--- src/rtl/acc_seq_pkg.sv ---
// rtl/acc_seq_pkg.sv - opcodes, halt address and FSM state type for acc_sequencer
package acc_seq_pkg;

  localparam logic [2:0] OP_ADD   = 3'b000;
  localparam logic [2:0] OP_ASHL  = 3'b001;
  localparam logic [2:0] OP_XNOR  = 3'b010;
  localparam logic [2:0] OP_DIV2  = 3'b011;
  localparam logic [2:0] OP_LOAD  = 3'b100;
  localparam logic [2:0] OP_STORE = 3'b101;
  localparam logic [2:0] OP_NEG   = 3'b110;
  localparam logic [2:0] OP_JC    = 3'b111;

  // Opcode 111 with this address field means HALT instead of JC.
  localparam logic [4:0] HALT_ADDR = 5'h1F;

  typedef enum logic [2:0] {
    ST_IDLE,
    ST_FETCH,
    ST_DECODE,
    ST_EXEC,
    ST_HALTED
  } state_t;

endpackage

--- src/rtl/acc_sequencer.sv ---
// rtl/acc_sequencer.sv - fetch/decode/execute controller driving an external combinational ALU
module acc_sequencer
  import acc_seq_pkg::*;
#(
  parameter int ADDR_W = 5,
  parameter int DATA_W = 8
) (
  input  logic              clk,
  input  logic              rst_n,
  input  logic              start,
  output logic [ADDR_W-1:0] mem_addr,
  input  logic [DATA_W-1:0] mem_rdata,
  output logic [DATA_W-1:0] mem_wdata,
  output logic              mem_we,
  output logic [DATA_W-1:0] alu_op1,
  output logic [DATA_W-1:0] alu_op2,
  output logic [2:0]        alu_sel,
  input  logic [DATA_W-1:0] alu_out,
  input  logic              alu_co,
  output logic              busy,
  output logic              halted,
  output logic [DATA_W-1:0] acc,
  output logic [ADDR_W-1:0] pc,
  output logic              carry
);

  state_t            state_q;
  state_t            state_d;
  logic [DATA_W-1:0] ir;
  logic [2:0]        opcode;
  logic [ADDR_W-1:0] ir_addr;
  logic              is_halt;

  assign opcode  = ir[DATA_W-1 -: 3];
  assign ir_addr = ir[ADDR_W-1:0];
  assign is_halt = (opcode == OP_JC) && (ir_addr == ADDR_W'(HALT_ADDR));
  assign alu_op1 = acc;

  // State register; reset aborts any instruction in flight.
  always_ff @(posedge clk or negedge rst_n) begin
    if (!rst_n) begin
      state_q <= ST_IDLE;
    end else begin
      state_q <= state_d;
    end
  end

  // Next state and all memory/ALU control decoded from the current state.
  always_comb begin
    state_d   = state_q;
    mem_addr  = '0;
    mem_wdata = '0;
    mem_we    = 1'b0;
    alu_op2   = '0;
    alu_sel   = OP_ADD;
    busy      = 1'b0;
    halted    = 1'b0;
    case (state_q)
      ST_IDLE: begin
        if (start) state_d = ST_FETCH;
      end
      ST_FETCH: begin
        busy     = 1'b1;
        mem_addr = pc;
        state_d  = ST_DECODE;
      end
      ST_DECODE: begin
        // Instruction arrives now; present its operand address straight away.
        busy     = 1'b1;
        mem_addr = mem_rdata[ADDR_W-1:0];
        state_d  = ST_EXEC;
      end
      ST_EXEC: begin
        busy      = 1'b1;
        mem_addr  = ir_addr;
        alu_op2   = mem_rdata;
        alu_sel   = opcode;
        mem_wdata = alu_out;
        mem_we    = (opcode == OP_STORE);
        state_d   = is_halt ? ST_HALTED : ST_FETCH;
      end
      ST_HALTED: begin
        halted = 1'b1;
        if (start) state_d = ST_FETCH;
      end
      default: begin
        state_d = ST_IDLE;
      end
    endcase
  end

  // Architectural registers: ir and pc advance in DECODE, results commit at the end of EXEC.
  always_ff @(posedge clk or negedge rst_n) begin
    if (!rst_n) begin
      ir    <= '0;
      pc    <= '0;
      acc   <= '0;
      carry <= 1'b0;
    end else begin
      case (state_q)
        ST_IDLE, ST_HALTED: begin
          if (start) begin
            pc    <= '0;
            acc   <= '0;
            carry <= 1'b0;
          end
        end
        ST_DECODE: begin
          ir <= mem_rdata;
          pc <= pc + ADDR_W'(1);
        end
        ST_EXEC: begin
          case (opcode)
            OP_ADD, OP_ASHL, OP_DIV2: begin
              acc   <= alu_out;
              carry <= alu_co;
            end
            OP_XNOR, OP_LOAD, OP_NEG: begin
              acc <= alu_out;
            end
            OP_JC: begin
              // A taken branch replaces the pc+1 made during DECODE.
              if (!is_halt && carry) pc <= ir_addr;
            end
            default: begin
            end
          endcase
        end
        default: begin
        end
      endcase
    end
  end

endmodule

--- config.mk ---
export PLATFORM = sky130hd
export DESIGN_NAME = acc_sequencer
export DESIGN_NICKNAME = d
export VERILOG_FILES = /design/src/rtl/acc_seq_pkg.sv /design/src/rtl/acc_sequencer.sv
export SDC_FILE = /design/constraint.sdc
export NUM_CORES = 1
export LEC_CHECK = 0
export CAP_MARGIN = 25
export CORE_MARGIN = 3
export CORE_UTILIZATION = 40
export CTS_BUF_LIST = sky130_fd_sc_hd__clkbuf_4 sky130_fd_sc_hd__clkbuf_8
export DETAILED_ROUTE_END_ITERATION = 6
export PLACE_DENSITY = 0.81
export SYNTH_ARGS = -nofsm -noshare
export SYNTH_HDL_FRONTEND = slang
export SYNTH_SLANG_ARGS = --single-unit
--- constraint.sdc ---
create_clock -name clk -period 2 [get_ports clk]
set_input_delay 0.5 -clock clk [delete_from_list [all_inputs] [get_ports clk]]
set_output_delay 0.5 -clock clk [all_outputs]
set_load 0.05 [all_outputs]
==> results of run 1 <==
-- cell usage after synthesis --
cell type  instances
a31o_2             1
or3b_4             1
and3_1             1
and2_1            19
a21boi_4           1
nor3_1             2
buf_4              8
o2bb2ai_2          1
and3b_1            1
o22ai_1            1
mux2_2             4
nor2_1            10
mux2_4             8
a22oi_1            5
inv_1              3
a21oi_1            3
nor3b_1            1
nand3_1            2
dfrtp_1           25
or2_4              1
and4b_1            1
o31a_1             1
xnor2_1            1
ha_1               1
nor2b_1            3
buf_2              3
o21ai_0           13
o211ai_1           1
nand2_1           21
mux2i_1            2
buf_6              4
a31o_1             1
o31ai_1            3
a21boi_0           2
clkbuf_1           2
nand2b_1           1
nand4_1            3
-- metal layers --
metal / up-vias / GRT usage (%) / wire, um
met5: - / 0 / 0
met4: 0 / 4.22 / 27
met3: 5 / 3.78 / 202
met2: 36 / 33.9 / 2340
met1: 708 / 25.9 / 1780
li1: 678 / - / -
-- worst paths after layout --
| check | start | endpoint | slack (ns) | cells past startpoint |
|---|---|---|---|---|
| worst max-delay path | state_q[1] | mem_addr[1] | -0.05 | 5 |
| worst min-delay path | carry | carry | 0.56 | 1 |
| worst max register to register | state_q[2] | pc[2] | 0.39 | 5 |
| worst min register to register | carry | carry | 0.56 | 1 |
| max in group asynchronous | rst_n | state_q[0] | 1.14 | 2 |
| min in group asynchronous | rst_n | ir[3] | 0.59 | 2 |
-- repair_timing --
item,CTS,global route
pin swaps,1,0
setup endpoints to repair,24,23
buffers inserted,2,0
gates resized for setup,6,15
-- worst max-delay path: stages (launching register included) --
cell and delay, ns:
dfrtp_2 0.47, buf_6 0.15, mux2_4 0.30, a22oi_2 0.14
nor2_2 0.07, buf_12 0.15
-- cells in the final DEF (no fill, tap or decap), types with 4 or more instances in the layout --
master / instances
nor2_1: 4
o21ai_0: 13
dfrtp_1: 23
and2_1: 8
and2_4: 11
mux2_4: 10
buf_12: 28
nor2_2: 6
buf_4: 31
clkdlybuf4s50_1: 19
nand2_1: 21
-- kinds of logic (layout without fill, tap and decap cells) --
logic type	Yosys count	count (layout)	share of synthesized area, %
muxes	14	14	11.9
AOI/OAI and AO/OA	33	33	14.8
adders and majority gates	1	1	0.806
buffers and inverters	20	86	8.95
and+or+nand+nor	67	67	22.7
DFF	25	25	40.3
xor gates and xnor gates	1	1	0.565
-- registers in the layout, summed over array words and instances, names as in the netlist --
register / flops
ir: 8
state_q: 3
pc: 5
carry: 1
acc: 8
-- metrics by stage --
step / TNS (ns) / setup slack [ns]
floorplan: -0.00332 / -0.00332
global placement: 0 / 0.106
detailed placement: 0 / 0.0760
CTS: -0.0726 / -0.0268
global route: -0.331 / -0.0749
finish: -0.119 / -0.0471
-- cell type report --
class | instances | area [um^2] | share of cell area (%)
repair buffers | 79 | 995 | 38.3
multi-input cells | 116 | 853 | 32.9
flip-flops and latches | 25 | 628 | 24.2
well taps | 48 | 60.1 | 2.31
clock buffers | 4 | 48.8 | 1.88
inverters | 3 | 11.3 | 0.434
==> run_results.csv, run 1 <==
group,metric,value,unit
timing,fmax,488,MHz
route,drt-total-wl,4.36,mm
timing,worst_pin_slew,0.427,ns
cts,cts_tree,"built",
placed_design,place_hpwl,3.26,mm
logic_synthesis,avgSynthCellArea,9.64,um^2
global_route,grt-ovfl-total,0,
timing,rsz0062_at_grt,"yes",
route,drtIter0Drc,46,
worst_setup_path,critPathRequiredTime,1.50,ns
route,via_per_inst,5.19,
logic_synthesis,synth_seq_cells,25,
route,wire_per_inst,15.8,um
timing,worst_slack,-0.0471,ns
cells_and_area,antenna_cells,0,
run_status,status,"complete, but fails checks",
run_status,violations,"setup timing",
timing,setup_violations,3,
worst_setup_path,crit_type,"flip-flop to output pin",
logic_synthesis,ys_seq_area_share,40.3,%
placed_design,place_inst,269,
route,drc,0,
timing,min_period,2.05,ns
cts,clk_root_buffer_cell,"clkbuf_8",
worst_setup_path,worst_setup_path_end_kind,"output pin",
cts,path_clk_slew,0.08,ns
global_route,grt_pass1_wl,6.91,mm
timing,hold_ws,0.555,ns
cts,ctsHoldBuffers,0,
cells_and_area,fin_util,70.4,%
logic_synthesis,synth_area_leaders,"dfrtp_1 40%, mux2_4 7.7%, and2_1 7.7%",
route,vias,1427,
cells_and_area,nFillCells,276,
die,rows,22,
global_route,grt_pass1_vias,1380,
timing,drv_slew,0,
die,dieHeight,68.3,um
cells_and_area,fin_nets,249,
die,start_util,42.1,%
timing,finalCritPeriodShare,102,%
logic_synthesis,synth.cell_area,0.00155,mm^2
route,firstDrtPassIters,4,
cells_and_area,area_delta_synth_final,67.3,%
logic_synthesis,ys_warn_count,0,
job,drv_cap,0,
worst_setup_path,startpoint_type,"flip-flop",
cts,cts.sinks,25,
logic_synthesis,yosys.area.top_type,"dfrtp_1",
global_route,antenna_found_initial,0,
worst_setup_path,worstPathArrival,1.55,ns
die,num_io_pins,69,
hold_path,hold_path_class,"flip-flop to flip-flop",
timing,finalHoldViolations,0,
global_route,grt_max_degree,26,
logic_synthesis,postSynthCellCount,161,
cells_and_area,final_cells,275,
route,postRouteAntennaNets,0,
timing,skew,0.00220,ns
logic_synthesis,synth_cell_types,37,
logic_synthesis,syn-num-nets,182,
worst_setup_path,path_max_fanout,6,
cts,htreeDepth,1,
placed_design,placed_cell_area,0.00247,mm^2
die,die_x,68.3,um
placed_design,gp_congestion,0.802,
die,dieArea,0.00466,mm^2
cts,clockBufferDepth,2,
cts,numCtsBuffers,3,
placed_design,port_buffers,68,
cells_and_area,final_cell_area,0.00260,mm^2
die,coreArea,0.00369,mm^2
global_route,grt.total_usage,19.8,%
timing,max_slew_margin,71.4,%
cts,clkLatencyLatePin,0.27,ns
cells_and_area,layout-drive-gt1-share,45.8,%
logic_synthesis,synth_top_area_share,40.3,%
Power of run 1 is left out: the tool's default activity adds up to more than one toggle a clock period on the data nets, which glitch-free logic cannot reach.
==> run 2: changes to the inputs <==
Settings changed: CORE_UTILIZATION 40 to 43, PLACE_DENSITY 0.81 to 0.86.
==> run_results.csv, run 2 (synthesis gave the netlist of run 1 again) <==
group,metric,value,unit
run_status,status,"complete, but fails checks",
run_status,violations,"setup timing",
worst_setup_path,path_max_fanout,5,
worst_setup_path,worstPathArrival,1.58,ns
worst_setup_path,crit_type,"flip-flop to output pin",
cts,cts_tree,"built",
cts,path_clk_slew,0.14,ns
worst_setup_path,worst_setup_path_end_kind,"output pin",
timing,rsz0062_at_grt,"yes",
worst_setup_path,r2r_slack,0.20,ns
cts,clockBufferDepth,2,
cells_and_area,area_delta_synth_final,70.2,%
die,rows,21,
worst_setup_path,r2r_cells,7,
timing,drv_slew,0,
global_route,grt-ovfl-total,0,
worst_setup_path,startpoint_type,"flip-flop",
cts,htreeDepth,1,
cells_and_area,reg_top3,"acc x8, ir x8, pc x5",
die,dieArea,0.00436,mm^2
cells_and_area,layout-drive-gt1-share,50.2,%
placed_design,place_hpwl,3.16,mm
cells_and_area,fin_nets,251,
job,drv_cap,0,
cts,clk_root_buffer_cell,"clkbuf_4",
timing,max_slew_margin,67.9,%
worst_setup_path,startpoint,"state_q[1]",
global_route,grt_max_degree,26,
die,coreArea,0.00342,mm^2
route,wire_per_inst,15.8,um
global_route,grt.total_usage,20.8,%
timing,worst_slack,-0.0761,ns
cts,clkLatencyLatePin,0.32,ns
timing,fmax,482,MHz
cells_and_area,mostFrequentLayoutCell,"buf_12",
route,drt-total-wl,4.34,mm
route,postRouteAntennaNets,0,
global_route,antenna_found_initial,0,
route,vias,1444,
cts,cts.sinks,25,
timing,min_period,2.08,ns
timing,hold_ws,0.511,ns
die,num_io_pins,69,
hold_path,hold_path_class,"input port to asynchronous set/reset pin",
cts,numCtsBuffers,3,
timing,skew,0.0122,ns
timing,worst_pin_slew,0.484,ns
worst_setup_path,critPathRequiredTime,1.50,ns
die,dieHeight,66.1,um
placed_design,port_buffers,68,
timing,setup_violations,23,
die,start_util,45.4,%
cells_and_area,antenna_cells,0,
global_route,grt_pass1_wl,6.98,mm
timing,finalCritPeriodShare,104,%
route,drc,0,
route,via_per_inst,5.25,
placed_design,gp_congestion,0.792,
global_route,grt_pass1_vias,1405,
worst_setup_path,reg2reg_to,"pc[2]",
route,drtIter0Drc,46,
cells_and_area,final_cell_mix,"27 x buf_12, 26 x buf_4, 23 x dfrtp_1",
die,die_x,66.1,um
worst_setup_path,r2r-start,"state_q[1]",
timing,finalHoldViolations,0,
route,firstDrtPassIters,4,
==> run 2: final cells by class <==
| cell class | count | area (um^2) |
|---|---|---|
| timing repair buffer | 81 | 1030 |
| clock inverter | 1 | 5.00 |
| fill | 231 | 774 |
| inverter | 3 | 11.3 |
| clock buffer | 3 | 22.5 |
| sequential | 25 | 628 |
| tap | 46 | 57.6 |
| multi-input combinational | 116 | 891 |
==> run 2: timing repair <==
item,4_1_cts,5_1_grt
pin swaps,10,3
setup endpoints to repair,28,27
resized for setup,36,9
buffers inserted,4,1
cloned,1,0
hold buffers,0,0
==> run 2: worst max-delay path by stage <==
stage / end / slack [ns]
final: mem_addr[2] / -0.08
after global routing: mem_addr[2] / -0.13
after CTS: mem_addr[4] / -0.08
after detailed placement: mem_addr[3] / 0.1
after global placement: mem_addr[4] / 0.11
after floorplan: mem_we / -0.003
==> run 2: critical path, cell delays in order (launching register included) <==
cell and delay (ns):
dfrtp_2 0.47, buf_6 0.14, mux2_4 0.30, a22oi_2 0.13, nor2_2 0.07, buf_12 0.15
==> run 2: per-stage QoR <==
stage               setup WS, ns  cell area, um^2  utilization (%)  std cells  setup TNS [ns]
floorplan               -0.00332             1560                -        161        -0.00332
global placement           0.109             2450             71.6        265               0
CTS                      -0.0829             2610             76.3        274          -0.630
finish                   -0.0761             2640             77.3        275          -0.980
global route              -0.128             2640             77.3        275           -2.29
detailed placement        0.0997             2450             71.6        265               0
==> run 2: routing by layer <==
| metal | routed length [um] | vias to the layer above | share of wire [%] | global-route usage (%) |
|---|---|---|---|---|
| met5 | 0 | - | 0 | 0 |
| met4 | 44 | 0 | 1.0 | 5.08 |
| met3 | 254 | 4 | 5.8 | 3.91 |
| met2 | 2300 | 47 | 53 | 35.8 |
| met1 | 1740 | 711 | 40 | 27.0 |
| li1 | - | 682 | - | - |
Power of run 2 is left out for the same reason.
==> run 3: changes to the inputs <==
Settings changed: PLACE_DENSITY 0.86 to 0.85.
==> run_results.csv, run 3 (synthesis gave the netlist of run 1 again) <==
group,metric,value,unit
timing,worst_pin_slew,0.482,ns
cells_and_area,reg_top3,"acc x8, ir x8, pc x5",
cells_and_area,fin_util,77.1,%
worst_setup_path,critPathRequiredTime,1.50,ns
die,dieArea,0.00436,mm^2
die,num_io_pins,69,
timing,setup_violations,22,
cells_and_area,final_cell_mix,"28 x buf_4, 27 x buf_12, 24 x dfrtp_1",
cts,path_clk_slew,0.13,ns
global_route,antenna_found_initial,0,
cells_and_area,antenna_cells,0,
timing,rsz0062_at_grt,"yes",
global_route,grt_pass1_wl,6.91,mm
global_route,grt.total_usage,20.9,%
route,drtIter0Drc,110,
timing,max_slew_margin,68.0,%
cells_and_area,fin_nets,251,
route,via_per_inst,5.30,
die,die_x,66.1,um
cts,numCtsBuffers,3,
worst_setup_path,path_max_fanout,6,
worst_setup_path,critPathTopFamily,"flip-flops",
hold_path,hold_path_class,"input port to asynchronous set/reset pin",
cts,cts_tree,"built",
global_route,grt-ovfl-total,0,
run_status,status,"complete, but fails checks",
timing,min_period,2.10,ns
job,drv_cap,0,
worst_setup_path,startpoint_type,"flip-flop",
timing,worst_slack,-0.0986,ns
worst_setup_path,worst_setup_path_end_kind,"output pin",
route,drt-total-wl,4.35,mm
cts,clk_root_buffer_cell,"clkbuf_4",
worst_setup_path,cpPeakStageDelay,0.46,ns
cts,htreeDepth,1,
cells_and_area,layout-drive-gt1-share,50.7,%
placed_design,place_hpwl,3.29,mm
route,wire_per_inst,15.8,um
cts,clockBufferDepth,2,
cells_and_area,mostFrequentLayoutCell,"buf_4",
timing,drv_slew,0,
timing,fmax,476,MHz
run_status,violations,"setup timing",
timing,skew,0.00509,ns
route,vias,1457,
worst_setup_path,cp_num_buf_inv,2,
route,postRouteAntennaNets,0,
global_route,grt_max_degree,26,
worst_setup_path,crit_path_top_delay_cell,"dfrtp_2",
global_route,grt_pass1_vias,1373,
die,dieHeight,66.1,um
worst_setup_path,worstPathArrival,1.60,ns
die,rows,21,
die,start_util,45.4,%
route,drc,0,
placed_design,pre_cts_ws,0.0861,ns
timing,hold_ws,0.527,ns
cts,cts.sinks,25,
cts,clkLatencyLatePin,0.32,ns
placed_design,gp_congestion,0.859,
die,coreArea,0.00342,mm^2
cells_and_area,area_delta_synth_final,69.8,%
timing,finalHoldViolations,0,
route,firstDrtPassIters,4,
worst_setup_path,crit_type,"flip-flop to output pin",
worst_setup_path,cp_cell_sequence,"buf_4 -> mux2_2 -> a22oi_2 -> nor2_2 -> buf_12",
placed_design,port_buffers,68,
cts,ctsHoldBuffers,0,
timing,finalCritPeriodShare,105,%
==> run 3: through the flow <==
step,TNS (ns),instance area [um^2],cells
6_report,-0.767,2640,275
3_5_place_dp,0,2470,268
4_1_cts,-0.935,2580,273
3_3_place_gp,0,2470,268
2_1_floorplan,-0.00332,1560,161
5_1_grt,-2.54,2640,275
==> run 3: what timing repair did <==
| action | CTS | global route |
|---|---|---|
| endpoints found under the setup margin | 28 | 27 |
| pin swaps | 10 | 1 |
| buffers inserted | 1 | 2 |
| resized for setup | 29 | 12 |
==> run 3: final cells by class <==
cell class                 count  area, um^2
timing repair buffer          81        1010
sequential                    25         627
tap                           46        57.6
clock buffer                   4        30.0
multi-input combinational    116         895
fill                         229         781
inverter                       3        11.3
==> run 3: worst register-to-register path: cells and delay by family, from the launching register on <==
kind	cells	cell delay, ns
AND/OR/NAND/NOR	2	0.46
flip-flops	1	0.48
AO/OA/AOI/OAI	2	0.29
buffers and inverters	2	0.28
==> run 3: path summary, 6_finish.rpt <==
path	cells past startpoint	slack (ns)	endpoint	from
setup / recovery	5	-0.1	mem_addr[2]	state_q[1]
setup reg to reg	6	0.38	pc[4]	state_q[1]
min in group clk	2	0.55	acc[7]	acc[7]
hold reg to reg	2	0.55	acc[7]	acc[7]
max in group asynchronous	2	1.21	state_q[1]	rst_n
hold / removal	2	0.53	ir[2]	rst_n
==> run 3: metal layers <==
metal,track usage [%],routed length (um),vias to the layer above
li1,-,-,683
met1,27.7,1750,708
met2,34.2,2270,58
met3,4.25,253,8
met4,6.09,75,0
met5,0,0,-
Power of run 3 is left out for the same reason.
